**config.mk**
```make
export PLATFORM = sky130hd
export DESIGN_NAME = shift_prio_unit
export DESIGN_NICKNAME = d
export VERILOG_FILES = /design/src/rtl/shift_prio_pkg.sv /design/src/rtl/prio_enc.sv /design/src/rtl/shift_prio_unit.sv
export SDC_FILE = /design/constraint.sdc
export NUM_CORES = 1
export LEC_CHECK = 0
export CORE_MARGIN = 2
export CORE_UTILIZATION = 46
export DETAILED_ROUTE_END_ITERATION = 8
export GPL_TIMING_DRIVEN = 0
export PLACE_DENSITY = 0.89
export SYNTH_ARGS = -nofsm -noshare
export SYNTH_HDL_FRONTEND = slang
export SYNTH_HIERARCHICAL = 1
export SYNTH_SLANG_ARGS = --single-unit
```
**constraint.sdc**
```tcl
create_clock -name clk -period 2.6 [get_ports clk]
set_input_delay 0.39 -clock clk [delete_from_list [all_inputs] [get_ports clk]]
set_output_delay 0.39 -clock clk [all_outputs]
set_load 0.05 [all_outputs]
```
**src/rtl/shift_prio_pkg.sv**
```systemverilog
// Shared types for shift_prio_unit: the command opcode and the control FSM states.
// The optional SHIFT_PRIO_PIPE_EN macro is consumed by shift_prio_unit only.
package shift_prio_pkg;

  typedef enum logic [2:0] {
    OP_LOAD    = 3'b000,
    OP_SHL     = 3'b001,
    OP_SHR     = 3'b010,
    OP_ROL     = 3'b011,
    OP_ROR     = 3'b100,
    OP_ASR     = 3'b101,
    OP_NOP     = 3'b110,
    OP_NOP_ALT = 3'b111
  } op_e;

  typedef enum logic [1:0] {
    ST_IDLE = 2'd0,
    ST_RUN  = 2'd1,
    ST_DONE = 2'd2
  } state_e;

  // True for the ops that step q one bit per RUN cycle.
  function automatic logic is_step_op(input logic [2:0] op);
    return (op >= 3'(OP_SHL)) && (op <= 3'(OP_ASR));
  endfunction

endpackage

```
**src/rtl/prio_enc.sv**
```systemverilog
// MSB-first priority encoder: idx is the position of the highest set bit of vec,
// valid flags a nonzero vec (idx is 0 when vec is 0).
module prio_enc #(
  parameter int  WIDTH = 8,
  localparam int IDX_W = $clog2(WIDTH)
) (
  input  logic [WIDTH-1:0] vec,
  output logic [IDX_W-1:0] idx,
  output logic             valid
);

  // Ascending scan so the last (highest) set bit wins.
  always_comb begin
    idx = '0;
    for (int i = 0; i < WIDTH; i++) begin
      if (vec[i]) idx = IDX_W'(i);
    end
  end

  assign valid = |vec;

endmodule

```
**src/rtl/shift_prio_unit.sv**
```systemverilog
// Multi-cycle shift/rotate register with bit-select and MSB priority encode of q.
// Define SHIFT_PRIO_PIPE_EN to register enc_idx/enc_valid (one cycle behind q).
module shift_prio_unit
  import shift_prio_pkg::*;
#(
  parameter int               WIDTH   = 8,
  parameter logic [WIDTH-1:0] RST_VAL = WIDTH'(8'h09),
  localparam int              SEL_W   = $clog2(WIDTH)
) (
  input  logic             clk,
  input  logic             rst,
  input  logic             cmd_valid,
  output logic             cmd_ready,
  input  logic [2:0]       cmd_op,
  input  logic [SEL_W-1:0] cmd_amt,
  input  logic [WIDTH-1:0] cmd_data,
  input  logic [SEL_W-1:0] sel,
  output logic [WIDTH-1:0] q,
  output logic             done,
  output logic             bit_out,
  output logic [SEL_W-1:0] enc_idx,
  output logic             enc_valid,
  output logic [1:0]       dbg_state
);

  // Handshake: a command transfers on a rising edge where cmd_valid && cmd_ready;
  // cmd_ready is high only in IDLE and all cmd_* inputs are ignored otherwise.

  state_e           r_state;
  op_e              r_op;
  logic [SEL_W-1:0] r_remaining;
  logic [WIDTH-1:0] r_q;
  logic             r_done;
  logic             r_ready;

  logic [SEL_W-1:0] w_enc_idx;
  logic             w_enc_valid;

  function automatic logic [WIDTH-1:0] step1(input op_e op, input logic [WIDTH-1:0] v);
    logic [WIDTH-1:0] r;
    r = v;
    case (op)
      OP_SHL:  r = {v[WIDTH-2:0], 1'b0};
      OP_SHR:  r = {1'b0, v[WIDTH-1:1]};
      OP_ROL:  r = {v[WIDTH-2:0], v[WIDTH-1]};
      OP_ROR:  r = {v[0], v[WIDTH-1:1]};
      OP_ASR:  r = {v[WIDTH-1], v[WIDTH-1:1]};
      default: r = v;
    endcase
    return r;
  endfunction

  always_ff @(posedge clk) begin
    if (rst) begin
      r_state     <= ST_IDLE;
      r_op        <= OP_NOP;
      r_remaining <= '0;
      r_q         <= RST_VAL;
      r_done      <= 1'b0;
      r_ready     <= 1'b1;
    end else begin
      case (r_state)
        ST_IDLE: begin
          if (cmd_valid) begin
            r_op    <= op_e'(cmd_op);
            r_ready <= 1'b0;
            if (is_step_op(cmd_op) && (cmd_amt != '0)) begin
              r_state     <= ST_RUN;
              r_remaining <= cmd_amt;
            end else begin
              r_state <= ST_DONE;
              r_done  <= 1'b1;
              if (cmd_op == 3'(OP_LOAD)) r_q <= cmd_data;
            end
          end
        end
        ST_RUN: begin
          r_q         <= step1(r_op, r_q);
          r_remaining <= r_remaining - SEL_W'(1);
          if (r_remaining == SEL_W'(1)) begin
            r_state <= ST_DONE;
            r_done  <= 1'b1;
          end
        end
        ST_DONE: begin
          r_state <= ST_IDLE;
          r_done  <= 1'b0;
          r_ready <= 1'b1;
        end
        default: begin
          r_state <= ST_IDLE;
          r_done  <= 1'b0;
          r_ready <= 1'b1;
        end
      endcase
    end
  end

  prio_enc #(.WIDTH(WIDTH)) u_prio_enc (
    .vec   (r_q),
    .idx   (w_enc_idx),
    .valid (w_enc_valid)
  );

`ifdef SHIFT_PRIO_PIPE_EN
  logic [SEL_W-1:0] r_enc_idx;
  logic             r_enc_valid;

  always_ff @(posedge clk) begin
    if (rst) begin
      r_enc_idx   <= '0;
      r_enc_valid <= 1'b0;
    end else begin
      r_enc_idx   <= w_enc_idx;
      r_enc_valid <= w_enc_valid;
    end
  end

  assign enc_idx   = r_enc_idx;
  assign enc_valid = r_enc_valid;
`else
  assign enc_idx   = w_enc_idx;
  assign enc_valid = w_enc_valid;
`endif

  // Out-of-range selects (possible only for non-power-of-2 WIDTH) read as 0.
  assign bit_out   = (32'(sel) < WIDTH) ? r_q[sel] : 1'b0;
  assign q         = r_q;
  assign done      = r_done;
  assign cmd_ready = r_ready;
  assign dbg_state = r_state;

endmodule

```
==> results.md <==
- FMAX: 404 MHz
- Initial Util: 49.1%
- Finished Core Util: 66.4%
- Vias per cell: 5.96
- Share of the synthesized area in the top cell type: 29.4%
- Critical Path Source Type: primary input
- Ant. Diodes: 0
- Setup ws final: 123 ps
- Die Span Y: 55.7 µm
- Clock slew at reported path FFs: 110 ps
- Post-DP HPWL: 2430 µm
- Root Buffer: clkbuf_4
- Fillers: 215
- Area grow syn2layout: 35.3%
- Lkg Pwr: 0.634 nW
- Power Internal: 0.531 mW
- Commonest cells in the netlist: 22 x nor2_1, 18 x dfxtp_1, 9 x nor2b_1, 7 x inv_1, 7 x o21ai_0
- Syn Inst Count: 145
- Pin count of the biggest net entering global routing: 11
- Clock Sinks: 18
- Cells along the critical path: clkdlybuf4s50_1 > mux4_2 > mux2_2 > dlygate4sd2_1
- DRC viols: 0
- Syn Area/Cell: 8.47 µm²
- Top-count cell post-synth: nor2_1
- Slowest cell on crit path: clkdlybuf4s50_1
- Top_reg_cell synth: dfxtp_1
- Vias in the first global route: 1317
- Num CTS Buffers: 3
- Die ar.: 3100 µm²
- Detail Route Antenna Nets: 0
- Largest stage delay on the critical path: 510 ps
- Post-synth top area cell: dfxtp_1
- Synth top area cells: dfxtp_1 29%, nor2_1 6.7%, nor2b_1 4.6%
- RSZ-0062 raised after global routing: false
- WL/cell: 14.9 µm
- # port buffers: 36
- GRT Residual Overflow: 0
- Asr flop ratio synth: 0%
- Crit path buffers/inverters: 2
- Largest delay share family, worst path: buffers and inverters
- Combinational Power Share: 40.6%
- Final Setup Violations: 0
- Clock share of power: 20.8%
- Clock insertion delay at the later pin of the skew report: 300 ps
- Post-CTS Setup Inserts: 0
- Crit path capture type: output port
- Final estimated routing congestion in global placement: 0.859
- NetSw: 0.339 mW
- Count of final max-slew check failures: 0
- Initial DRC Count: 38
- Clk_skew: 3.20 ps
- Rel. slew slack: 62.5%
- CORE AREA: 2500 µm²
- Tot GR Track Use: 22.1%
- # nets final: 209
- Row count: 18
- Kind of critical path: in2out
- Synth Net Count: 168
- EDFF count, synth: 0
- Hold Buf Count CTS: 0
- Part of the power in registers: 38.6%
- Sw Share: 39.0%
- Synth cell types: 49
- Chip width: 55.7 µm
- Max-cap violation count: 0
- Final hold vios: 0
- Tot Pwr: 0.870 mW
- Worst-Margin Slew: 560 ps
- Share of layout cells above drive strength 1: 10.3%
- CP required: 2210 ps
- DR pass1 iterations: 4
- Outcome: finished clean
- Post-layout instance count excluding filler cells: 215
- Pre-CTS setup slack: -168 ps
- Yosys warns: 6
- Period utilization: 95.3%
- Placed Instances: 211
- PwrDens: 524 nW/µm²
- Max VDD drop: 404 µV
- Post-synthesis sequential area ratio: 29.4%
- Initial antenna violation count: 0
- WL final: 3200 µm
- Number of H-tree levels: 1
- FF+latch count, synth: 18
- IO Count: 37
- Tmin final: 2480 ps
- CTS tree: built
- Worst Path Max Fanout: 2
- Global-route wire length before repair: 5660 µm
- Total number of vias: 1282
- Cell area after synthesis: 1230 µm²
- Worst hold path type: reg2reg
- Critical Path AT: 2090 ps
- CTS Buffer Depth: 2
[per-stage QoR]
| stage | cell area, µm² | hold WS (ps) | setup TNS [ps] |
|---|---|---|---|
| 2_1_floorplan | 1230 | 470 | 0 |
| 3_3_place_gp | 1630 | 437 | -142 |
| 3_5_place_dp | 1630 | 444 | -168 |
| 4_1_cts | 1660 | 474 | 0 |
| 5_1_grt | 1660 | 504 | 0 |
| 6_report | 1660 | 472 | 0 |
[repair_timing]
action / CTS / global route
endpoints found under the hold margin: 0 / 0
resized for setup: 1 / 0
endpoints found under the setup margin: 1 / 0
[worst register-to-register path: cells and delay by family (launching register included)]
kind / cells / cell delay (ps)
and+or+nand+nor: 1 / 250
AOI/OAI and AO/OA: 2 / 590
adders and majority gates: 1 / 360
DFF: 1 / 450
buffers and inverters: 2 / 250
[layout by cell type, fill, tap and decap left out, types with 5 or more instances in the layout]
master,n
clkdlybuf4s50_1,35
nor2_1,22
dfxtp_1,18
nor2b_1,9
inv_1,7
o21ai_0,7
a21oi_1,6
a221oi_1,5
a221o_1,5
[layout make-up]
class	count	area [µm²]	share of cell area (%)
tap	30	37.5	2.26
buffer	7	36.3	2.19
sequential	18	360	21.7
clock buffer	4	36.3	2.19
timing repair buffer	36	359	21.6
inverter	8	30.0	1.81
multi-input combinational	112	801	48.2
[power groups by stage]
stage	combinational (mW)	sequential [mW]	clock [mW]
after floorplan	0.193	0.381	0
after global placement	0.343	0.339	0
after detailed placement	0.354	0.341	0
after CTS	0.354	0.335	0.180
after global routing	0.379	0.341	0.191
final	0.354	0.336	0.181
[sequential cells by signal (all words and copies together), names as in the netlist]
name         flops
r_remaining      3
cmd_ready        1
done             1
dbg_state        2
q                8
r_op             3
[final timing paths]
path / start / depth (start not counted) / slack (ps) / end
setup / recovery: sel[0] / 4 / 120 / bit_out
hold / removal: done$_SDFFE_PP0P_ / 1 / 470 / done$_SDFFE_PP0P_
setup reg to reg: r_op[2]$_SDFFE_PP1P_ / 6 / 600 / q[3]$_SDFFE_PP1P_
hold reg to reg: done$_SDFFE_PP0P_ / 1 / 470 / done$_SDFFE_PP0P_
[per-layer routing]
metal  track usage [%]  up-vias  wire, µm
met4              7.67        0        25
met1              25.8      603      1350
met3              4.19        3       187
li1                  -      627         -
met5                 0        -         0
met2              40.1       49      1630
[cell families after synthesis]
group,count (synthesis),synth area share (%)
AND/OR/NAND/NOR,56,24.6
AO/OA/AOI/OAI,49,32.2
flip-flops,18,29.4
buffers and inverters,15,5.40
multiplexers,4,5.40
adder cells (fa/ha/maj),3,3.06
Note: power is estimated with default switching activity, not from simulation.
